<file path="config.mk">
export PLATFORM = sky130hd
export DESIGN_NAME = keypad_controller_flat
export DESIGN_NICKNAME = d
export VERILOG_FILES = /design/src/rtl/keypad_controller_if.sv /design/src/rtl/keypad_controller.sv /design/src/flat_wrapper.sv
export SDC_FILE = /design/constraint.sdc
export NUM_CORES = 1
export LEC_CHECK = 0
export ABC_AREA = 1
export BUFFER_PORTS_ARGS = -buffer_cell sky130_fd_sc_hd__buf_4
export CELL_PAD_IN_SITES_DETAIL_PLACEMENT = 0
export CELL_PAD_IN_SITES_GLOBAL_PLACEMENT = 1
export CORE_AREA = 2 2 92 94
export CTS_BUF_LIST = sky130_fd_sc_hd__clkbuf_4 sky130_fd_sc_hd__clkbuf_8
export DETAILED_ROUTE_END_ITERATION = 7
export DIE_AREA = 0 0 94 96
export PLACE_DENSITY_LB_ADDON = 0.1
export SKIP_CTS_REPAIR_TIMING = 1
export SYNTH_ARGS = -nofsm -noshare
export SYNTH_HDL_FRONTEND = slang
export SYNTH_SLANG_ARGS = --single-unit
</file>
<file path="constraint.sdc">
create_clock -name clk -period 9.62 [get_ports clk]
set_input_delay 1.924 -clock clk [delete_from_list [all_inputs] [get_ports clk]]
set_output_delay 1.924 -clock clk [all_outputs]
set_load 0.05 [all_outputs]
</file>
<file path="src/rtl/keypad_controller_if.sv">
// Keypad pins and digit-entry outputs of keypad_controller, grouped for the keypad_controller top.
// Handshake: key_valid is a one-cycle strobe with no ready; key is valid in that cycle and holds until the next accept.
interface keypad_controller_if;
  logic [3:0]  rows;
  logic [3:0]  cols;
  logic        clear;
  logic [31:0] value;
  logic [3:0]  key;
  logic        key_valid;
  logic [1:0]  state;

  modport master (output rows, output clear, input cols, input value, input key, input key_valid, input state);
  modport slave  (input rows, input clear, output cols, output value, output key, output key_valid, output state);
endinterface

</file>
<file path="src/rtl/keypad_controller.sv">
// 4x4 hex keypad scanner with frame-based debounce, single-key qualification and an 8-digit shift register.
// Optional feature macro: KEYPAD_AUTOREPEAT_EN (re-accept every 32 frames while a key stays held).
module keypad_controller #(
  parameter int SCAN_DIV = 50000,
  parameter int DEBOUNCE = 4
) (
  input  logic                clk,
  input  logic                reset,
  keypad_controller_if.slave  bus
);
  localparam int PW = (SCAN_DIV > 1) ? $clog2(SCAN_DIV) : 1;
  localparam int CW = $clog2(DEBOUNCE + 1);

  localparam logic [1:0] S_IDLE = 2'd0;
  localparam logic [1:0] S_DEB  = 2'd1;
  localparam logic [1:0] S_HELD = 2'd2;
  localparam logic [1:0] S_REL  = 2'd3;

  logic [3:0]    rows_s1, rows_s2;
  logic [PW-1:0] presc;
  logic [1:0]    col;
  logic          step_tick, frame_end;
  logic [1:0]    hits;
  logic [3:0]    frame_key;
  logic [3:0]    low;
  logic [2:0]    low_cnt, total;
  logic [1:0]    low_row;
  logic [3:0]    cur_code, res_code;
  logic          res_none, res_key;
  logic [1:0]    state, state_nxt;
  logic [CW-1:0] cnt, cnt_nxt;
  logic [3:0]    cand, cand_nxt;
  logic          accept, repeat_fire, fire;
  logic [3:0]    key_r;
  logic          kv_r;
  logic [31:0]   value_r;

  function automatic logic [3:0] key_lut(input logic [1:0] c, input logic [1:0] r);
    case ({c, r})
      4'h0: return 4'h1;  4'h1: return 4'h4;  4'h2: return 4'h7;  4'h3: return 4'h0;
      4'h4: return 4'h2;  4'h5: return 4'h5;  4'h6: return 4'h8;  4'h7: return 4'hF;
      4'h8: return 4'h3;  4'h9: return 4'h6;  4'hA: return 4'h9;  4'hB: return 4'hE;
      4'hC: return 4'hA;  4'hD: return 4'hB;  4'hE: return 4'hC;  default: return 4'hD;
    endcase
  endfunction

  assign step_tick = (presc == PW'(SCAN_DIV - 1));
  assign frame_end = step_tick && (col == 2'd3);
  assign low       = ~rows_s2;
  assign low_cnt   = {2'b0, low[0]} + {2'b0, low[1]} + {2'b0, low[2]} + {2'b0, low[3]};
  assign total     = {1'b0, hits} + low_cnt;
  assign cur_code  = key_lut(col, low_row);
  // The single hit of a frame is either in the column being sampled now or was stored earlier.
  assign res_code  = (low_cnt == 3'd1) ? cur_code : frame_key;
  assign res_none  = (total == 3'd0);
  assign res_key   = (total == 3'd1);

  always_comb begin
    low_row = 2'd0;
    if (low[3]) low_row = 2'd3;
    if (low[2]) low_row = 2'd2;
    if (low[1]) low_row = 2'd1;
    if (low[0]) low_row = 2'd0;
  end

  always_ff @(posedge clk) begin
    if (reset) begin
      rows_s1   <= 4'hF;
      rows_s2   <= 4'hF;
      presc     <= '0;
      col       <= 2'd0;
      hits      <= 2'd0;
      frame_key <= 4'h0;
    end else begin
      rows_s1 <= bus.rows;
      rows_s2 <= rows_s1;
      presc   <= step_tick ? '0 : presc + PW'(1);
      if (step_tick) begin
        col <= col + 2'd1;
        if (col == 2'd3) hits <= 2'd0;
        else             hits <= (total >= 3'd2) ? 2'd2 : total[1:0];
        if (low_cnt == 3'd1) frame_key <= cur_code;
      end
    end
  end

  always_comb begin
    state_nxt = state;
    cnt_nxt   = cnt;
    cand_nxt  = cand;
    accept    = 1'b0;
    if (frame_end) begin
      case (state)
        S_IDLE: if (res_key) begin
          cand_nxt = res_code;
          cnt_nxt  = CW'(1);
          if (CW'(DEBOUNCE) == CW'(1)) begin
            state_nxt = S_HELD;
            accept    = 1'b1;
          end else begin
            state_nxt = S_DEB;
          end
        end
        S_DEB: if (res_key && res_code == cand) begin
          cnt_nxt = cnt + CW'(1);
          if (cnt_nxt == CW'(DEBOUNCE)) begin
            state_nxt = S_HELD;
            accept    = 1'b1;
          end
        end else begin
          state_nxt = S_IDLE;
        end
        S_HELD: if (res_none) begin
          cnt_nxt   = CW'(1);
          state_nxt = (CW'(DEBOUNCE) == CW'(1)) ? S_IDLE : S_REL;
        end
        default: if (res_none) begin
          cnt_nxt = cnt + CW'(1);
          if (cnt_nxt == CW'(DEBOUNCE)) state_nxt = S_IDLE;
        end else begin
          state_nxt = S_HELD;
        end
      endcase
    end
  end

`ifdef KEYPAD_AUTOREPEAT_EN
  logic [4:0] rep;
  logic       rep_hit;
  assign rep_hit     = frame_end && state == S_HELD && state_nxt == S_HELD && res_key && res_code == cand;
  assign repeat_fire = rep_hit && (rep == 5'd31);

  // Entering HELD or leaving it toward REL restarts the frame count; it wraps to 0 on each repeat.
  always_ff @(posedge clk) begin
    if (reset) rep <= 5'd0;
    else if (frame_end) begin
      if (state != S_HELD || state_nxt != S_HELD) rep <= 5'd0;
      else if (rep_hit) rep <= rep + 5'd1;
    end
  end
`else
  assign repeat_fire = 1'b0;
`endif

  assign fire = accept | repeat_fire;

  always_ff @(posedge clk) begin
    if (reset) begin
      state   <= S_IDLE;
      cnt     <= '0;
      cand    <= 4'h0;
      key_r   <= 4'h0;
      kv_r    <= 1'b0;
      value_r <= 32'h0;
    end else begin
      state <= state_nxt;
      cnt   <= cnt_nxt;
      cand  <= cand_nxt;
      kv_r  <= fire;
      if (fire) key_r <= res_code;
      if (bus.clear)  value_r <= 32'h0;
      else if (fire)  value_r <= {value_r[27:0], res_code};
    end
  end

  assign bus.cols      = ~(4'b0001 << col);
  assign bus.value     = value_r;
  assign bus.key       = key_r;
  assign bus.key_valid = kv_r;
  assign bus.state     = state;
endmodule

</file>
<file path="src/flat_wrapper.sv">
// flat-port wrapper written by rule: the top's interface ports become plain ports
module keypad_controller_flat 
#(
  parameter int SCAN_DIV = 50000,
  parameter int DEBOUNCE = 4
)
  (clk, reset, bus_rows, bus_clear, bus_cols, bus_value, bus_key, bus_key_valid, bus_state);
  keypad_controller_if bus_i ();
  input  logic clk;
  input  logic reset;
  input wire logic [$bits(bus_i.rows)-1:0] bus_rows;
  input wire logic [$bits(bus_i.clear)-1:0] bus_clear;
  output wire logic [$bits(bus_i.cols)-1:0] bus_cols;
  output wire logic [$bits(bus_i.value)-1:0] bus_value;
  output wire logic [$bits(bus_i.key)-1:0] bus_key;
  output wire logic [$bits(bus_i.key_valid)-1:0] bus_key_valid;
  output wire logic [$bits(bus_i.state)-1:0] bus_state;
  assign bus_i.rows = bus_rows;
  assign bus_i.clear = bus_clear;
  assign bus_cols = bus_i.cols;
  assign bus_value = bus_i.value;
  assign bus_key = bus_i.key;
  assign bus_key_valid = bus_i.key_valid;
  assign bus_state = bus_i.state;
  keypad_controller #(.SCAN_DIV(SCAN_DIV), .DEBOUNCE(DEBOUNCE)) u_core (.clk(clk), .reset(reset), .bus(bus_i));
endmodule
</file>
# Word-level counts from Yosys, hierarchy flattened
# Memories as Yosys holds them, arrays and structs flattened.
# Index checks and enable logic that the tools add are counted.
[word_totals]
reg_bits = 78
in_bits = 7
output_inout_bits = 43
word_cells = 70
mem_count = 1
rom_bits = 64
[mem_list]
columns = ["name", "depth", "width", "rd", "rd_clocked_by_memory_dff", "write_ports", "line", "source"]
rows = [
  ["(name not given)", 16, 4, 1, 0, 0, "keypad_controller.sv:39", "case ({c, r})"],
]
[op_classes]
magnitude_cmp = 1
add_sub_neg = 7
n_eq_ne = 13
n_reduce_logical = 10
shifts = 1
bitwise = 2
n_mux = 23
[ops]
columns = ["operator", "count"]
rows = [
  ["two-way mux 2 bit", 12],
  ["adder 16 x 1 -> 16 bit (second input constant)", 1],
  ["== test 16 bit (second input constant)", 1],
  ["two-way mux 3 bit", 4],
  ["AND reduction 5 bit", 2],
  ["one-hot mux 3 bit (3 select lines)", 1],
  ["inverter 4 bit", 2],
  ["adder 3 x 1 -> 3 bit", 2],
  ["== test 3 x 1 -> 1 bit (second input constant)", 2],
  ["inequality test 2 x 1 -> 1 bit (second input constant)", 3],
  ["one-hot mux 2 bit (3 select lines)", 1],
  ["inequality test 5 bit (second input constant)", 1],
  ["== test 2 bit (second input constant)", 2],
  ["== test 4 bit", 1],
  ["two-way mux 1 bit", 4],
  ["two-way mux 4 bit", 1],
  ["OR reduction 2 bit", 2],
  ["<< shifter 1 x 2 -> 4 bit (first input constant)", 1],
  ["adder 2 x 3 -> 3 bit", 1],
  ["adder 3 x 1 -> 3 bit (second input constant)", 1],
  ["== test 3 bit (second input constant)", 1],
  [">= comparator 3 x 2 -> 1 bit (second input constant)", 1],
  ["logical NOT 3 bit", 1],
  ["inequality test 3 bit (second input constant)", 1],
  ["7 further kinds", 8],
]

# Longest topological paths before layout
# An unclocked memory read counts as a cell.
[depth]
ltp_word = 12
mapped_depth = 21
depth_no_buf = 20

# Worst setup path before layout
# Ideal clock, no wire load.
[synth_path]
path_type = "register -> register"
start = "register u_core.rows_s2[0]"
end = "register u_core.value_r[20] (netlist: u_core.bus.value[20])"
slack_ns = 6.316
arrival_ns = 3.190
path_stages_with_launch = 19
n_path_buf = 2
setup_ns = 0.114
synth_period_minus_slack_ns = 3.304
required_ns = 9.506
cell_sequence = "dfxtp_1 -> inv_1 -> ha_1 -> fa_1 -> ha_1 -> fa_1 -> xor2_1 -> nor2_1 -> nand2_1 -> inv_1 -> nand2_1 -> nor2_1 -> nand2_1 -> nor2_4 -> nand3_2 -> buf_6 -> buf_2 -> nor2_1 -> nor2_1"
[synth_via]
elab_chain_len = 11
word_cells_on_any_way = 15
classes_between = "add/sub: 4; eq/ne: 3; mux: 5; bitwise: 1; reduce/logical: 1; memory: 1"
[synth_lines]
columns = ["element", "line", "source"]
rows = [
  ["start, declared", "keypad_controller.sv:19", "logic [3:0] rows_s1, rows_s2;"],
  ["start signal, assigned", "keypad_controller.sv:76", "rows_s2 <= rows_s1;"],
  ["inverter 4 bit *", "keypad_controller.sv:49", "assign low = ~rows_s2;"],
  ["branches (longest 6 deep; another with adder 3 x 1 -> 3 bit)", "--", ""],
  ["logical AND 1 bit *", "keypad_controller.sv:104", "S_DEB: if (res_key && res_code == cand) begin"],
  ["two-way mux 1 bit *", "keypad_controller.sv:104", ""],
  ["two-way mux 1 bit *", "keypad_controller.sv:93", "case (state)"],
  ["two-way mux 1 bit *", "keypad_controller.sv:92", "if (frame_end) begin"],
  ["end signal, assigned", "keypad_controller.sv:162", "else if (fire) value_r <= {value_r[27:0], res_code};"],
  ["end, declared", "keypad_controller.sv:36", "logic [31:0] value_r;"],
]
# Every way passes the cells marked *.
# A chain may end at the register's enable or synchronous reset.

# Worst setup path in the final report
[layout_path]
start = "register u_core.rows_s2[0]"
end = "register u_core.value_r[18] (netlist: u_core.bus.value[18])"
# Same word-level chain as after synthesis.

==> results.txt <==
- After clock tree synthesis, the clock-pin slew on the worst setup and hold paths is 0.09 ns.
* Post-Syn Area per Cell: 7.05 um^2
- Relative contribution of the clock network to total power: 38.5%
- Area post-placement: 4050 um^2
- Syn-to-layout area delta: 17.2%
- Final RePlAce weighted congestion: 0.817
- Data on the critical path is required at its endpoint by 9.86 ns.
- OpenSTA, run right after detailed placement, puts the worst setup slack at 5.98 ns.
* Most instantiated library cell after synthesis: sky130_fd_sc_hd__nand2_1
* Root buf cell: sky130_fd_sc_hd__clkbuf_8
- Number of storage elements in the synthesis netlist: 78
* Worst Hold Margin: 0.436 ns
* Filler instances: 841
- The H-tree was split into 3 levels.
- Sequential group share of total power: 55.3%
- Number of cell rows: 33
- Net Sw Frac: 25.4%
* Run status: complete, no violations
- Max-capacitance violation count: 0
* Drt first-iter violations: 128
- The first detailed-routing pass ran for 4 iterations.
- Yosys top cell by area: sky130_fd_sc_hd__dfxtp_1
- Time the worst path needs with I/O delays and setup: 3.63 ns
- In this run the most used layer during global routing was met2.
* Ports placed on the boundary: 50
- Clock latency on the worst-skew pair, taken at its later pin, is 0.35 ns.
- Across all setup checks in the final design, the least slack found is 5.99 ns.
- Total power per unit cell area: 140 nW/um^2
* Pins over their slew limit: 0
- The finished cells cover 4230 um^2.
* Post-synthesis async set-or-reset flop share: 0%
* Leading register cell type out of synthesis: sky130_fd_sc_hd__dfxtp_1
* Mean number of vias per cell: 4.70
* Die Y: 96 um
* Met1 routing resource usage after global routing: 24.2%
- Sum of negative setup slack: 0 ns
* # setup viols final: 0
* Pin count of the biggest net entering global routing: 66
* Number of global-route vias before repair: 2924
* Endpoint arrival time on the critical path: 3.87 ns
- Count of buffers inserted at the top-level ports: 49
- Placed cell count: 655
* Clock tree from TritonCTS: yes
- Share of final-layout standard cells stronger than drive strength 1: 16.3%
* Kind of critical path: reg -> reg
- Share of Yosys cell area claimed by the top area cell type: 43.3%
- For this run, the total global-route usage over all layers was measured as 18.3%.
* X dimension of the die: 94 um
- The final count of hold timing violations was 0.
* Met3 usage in global routing: 3.52%
- Residual DRC: 0
* Diodes inserted: 0
- For this run, the post-layout net count is 582.
- The die covers 9020 um^2.
- The initial utilization of the core area, before any placement, comes to 44.8%.
- Number of distinct standard cells referenced by the synthesized netlist: 32
* Clock buffers created by TritonCTS: 9
- Dividing the detail-routed wire length by the instance count gives 11.5 um.
- Core Footprint: 8050 um^2
* Design internal power: 441 uW
- Of the total power, combinational logic draws 6.3%.
- The cell count after synthesis came out at 512.
* Dpl hpwl: 5460 um
- Worst Skew: 0.0134 ns
* Wire length of the first global-routing pass: 13000 um
- The clock net in this run drives a total of 78 sinks.
* Slew of the pin with the lowest slew margin: 0.656 ns
* Number of enable-type register cells in the synthesized netlist: 0
- Most used standard cells in the synthesized netlist: sky130_fd_sc_hd__nand2_1, sky130_fd_sc_hd__nor2_1, sky130_fd_sc_hd__dfxtp_1
- Maximum fanout count along the critical path: 65
- Setup repair after global routing left no endpoint under its margin.
* Routed Antenna Nets: 0
- For this block, the routed nets add up to 7680 um of wire.
- Number of warnings printed during yosys synthesis: 0
- Summing the sequential cell areas from Yosys gives 43.3% of the chip area.
- Fin crit share: 37.7%
- The number of antenna violations at the first check in global routing came to 0.
* Max Clock Freq: 276 MHz
- Worst max-slew margin expressed relative to the limit: 56.2%
* Capturing element type of the critical path: flop
* Static Leak: 0.00211 uW
- The longest clock path from root to sink contains 2 buffers.
- Total via count in the routed design: 3155
- STA classifies the critical path startpoint as a flop.
- Summed over all nets, the switching power comes to 150 uW.
- Cell Count, Final, Fillers Out: 671
- The worst hold path belongs to the class reg -> reg.
* Total global routing overflow: 0
- Combined area of all synthesized cells: 3610 um^2
- Met2 track demand over resource: 29.3%
* IR drop worst, VDD: 0.0949 mV
* Number of nets in the synthesized netlist: 533
- Ranked by total cell area, the synthesized netlist is headed by sky130_fd_sc_hd__dfxtp_1, sky130_fd_sc_hd__nand2_1, sky130_fd_sc_hd__nor2_1, sky130_fd_sc_hd__inv_1, sky130_fd_sc_hd__ha_1.
-- kinds of logic (layout without fill, tap and decap cells) --
kind of cell	after synthesis	after routing	synth area share, %
AO/OA/AOI/OAI	49	49	7.18
flip-flops	78	78	43.3
adder cells (fa/ha/maj)	14	14	5.27
buffers and inverters	87	141	9.77
AND/OR/NAND/NOR	277	277	32.8
XOR/XNOR	7	7	1.70
-- critical path, stage by stage (launching register included) --
cell and delay [ns]:
sky130_fd_sc_hd__dfxtp_1 0.39, sky130_fd_sc_hd__inv_1 0.06, sky130_fd_sc_hd__ha_1 0.31, sky130_fd_sc_hd__fa_1 0.39, sky130_fd_sc_hd__ha_1 0.32, sky130_fd_sc_hd__fa_1 0.43, sky130_fd_sc_hd__xor2_1 0.15, sky130_fd_sc_hd__nor2_1 0.15
sky130_fd_sc_hd__nand2_1 0.09, sky130_fd_sc_hd__inv_1 0.11, sky130_fd_sc_hd__nand2_1 0.06, sky130_fd_sc_hd__nor2_1 0.08, sky130_fd_sc_hd__nand2_1 0.11, sky130_fd_sc_hd__nor2_4 0.19, sky130_fd_sc_hd__nand3_2 0.07, sky130_fd_sc_hd__buf_4 0.33
sky130_fd_sc_hd__nor2_1 0.19, sky130_fd_sc_hd__nor2_1 0.06
-- stage by stage --
stage / util, % / total power [uW]
global placement: 50.3 / 371
global route: 52.5 / 616
finish: 52.5 / 591
detailed placement: 50.3 / 372
CTS: 52.5 / 597
floorplan: - / 361
-- layout by cell type, fill, tap and decap left out, types with 2 or more instances in the layout --
cell type                    synthesis  routed
sky130_fd_sc_hd__a21oi_1            28      28
sky130_fd_sc_hd__a31oi_1             4       4
sky130_fd_sc_hd__buf_4               0      51
sky130_fd_sc_hd__clkbuf_8            0      10
sky130_fd_sc_hd__clkinv_2            0       2
sky130_fd_sc_hd__clkinvlp_4          0       2
sky130_fd_sc_hd__dfxtp_1            78      78
sky130_fd_sc_hd__fa_1                2       2
sky130_fd_sc_hd__ha_1               12      12
sky130_fd_sc_hd__inv_1              66      66
sky130_fd_sc_hd__inv_2               7       7
sky130_fd_sc_hd__nand2_1           128     128
sky130_fd_sc_hd__nand3_1            27      27
sky130_fd_sc_hd__nand3_2             3       3
sky130_fd_sc_hd__nand4_1             7       7
sky130_fd_sc_hd__nor2_1             86      85
sky130_fd_sc_hd__nor2_2              1       2
sky130_fd_sc_hd__nor2_4              2       2
sky130_fd_sc_hd__nor3_1              6       6
sky130_fd_sc_hd__nor4_1              3       3
sky130_fd_sc_hd__o21ai_0            14      14
sky130_fd_sc_hd__or2_2               9       9
sky130_fd_sc_hd__xnor2_1             2       2
sky130_fd_sc_hd__xor2_1              5       5
-- power groups by stage --
stage	combinational, uW	clock [uW]	sequential, uW
after floorplan	27.3	0	334
after global placement	36.8	0	335
after detailed placement	37.3	0	334
after CTS	37.4	233	327
after global routing	42.6	247	327
final	37.1	227	327
-- per-layer routing --
layer | wire length [um] | vias up | share of wire, %
met4 | 122 | 0 | 1.6
met3 | 308 | 8 | 4.0
met5 | 0 | - | 0
met2 | 3440 | 45 | 45
met1 | 3820 | 1417 | 50
li1 | - | 1685 | -
-- registers in the layout, indices dropped and copies added (netlist names) --
register and count:
u_core.frame_key 4, u_core.bus.key_valid 1, u_core.presc 16, u_core.hits 2
u_core.rows_s2 4, u_core.bus.value 32, u_core.bus.state 2, u_core.bus.key 4
u_core.col 2, u_core.cand 4, u_core.rows_s1 4, u_core.cnt 3
-- path summary, 6_finish.rpt --
kind,startpoint,end,slack (ns),cells after the start
worst min register to register,u_core.rows_s1[0],u_core.rows_s2[0],0.44,1
worst min-delay path,u_core.rows_s1[0],u_core.rows_s2[0],0.44,1
worst max-delay path,u_core.rows_s2[0],u_core.bus.value[18],5.99,17
worst max register to register,u_core.rows_s2[0],u_core.bus.value[18],5.99,17
-- area by class of cell --
class	count	area [um^2]	share of cell area, %
Timing Repair Buffer	51	383	9.05
Clock inverter	5	33.8	0.799
Clock buffer	11	145	3.43
Inverter	74	278	6.57
Sequential cell	78	1560	36.9
Multi-Input combinational cell	347	1700	40.1
Tap cell	105	131	3.11
Power figures use the tool's default switching activity.
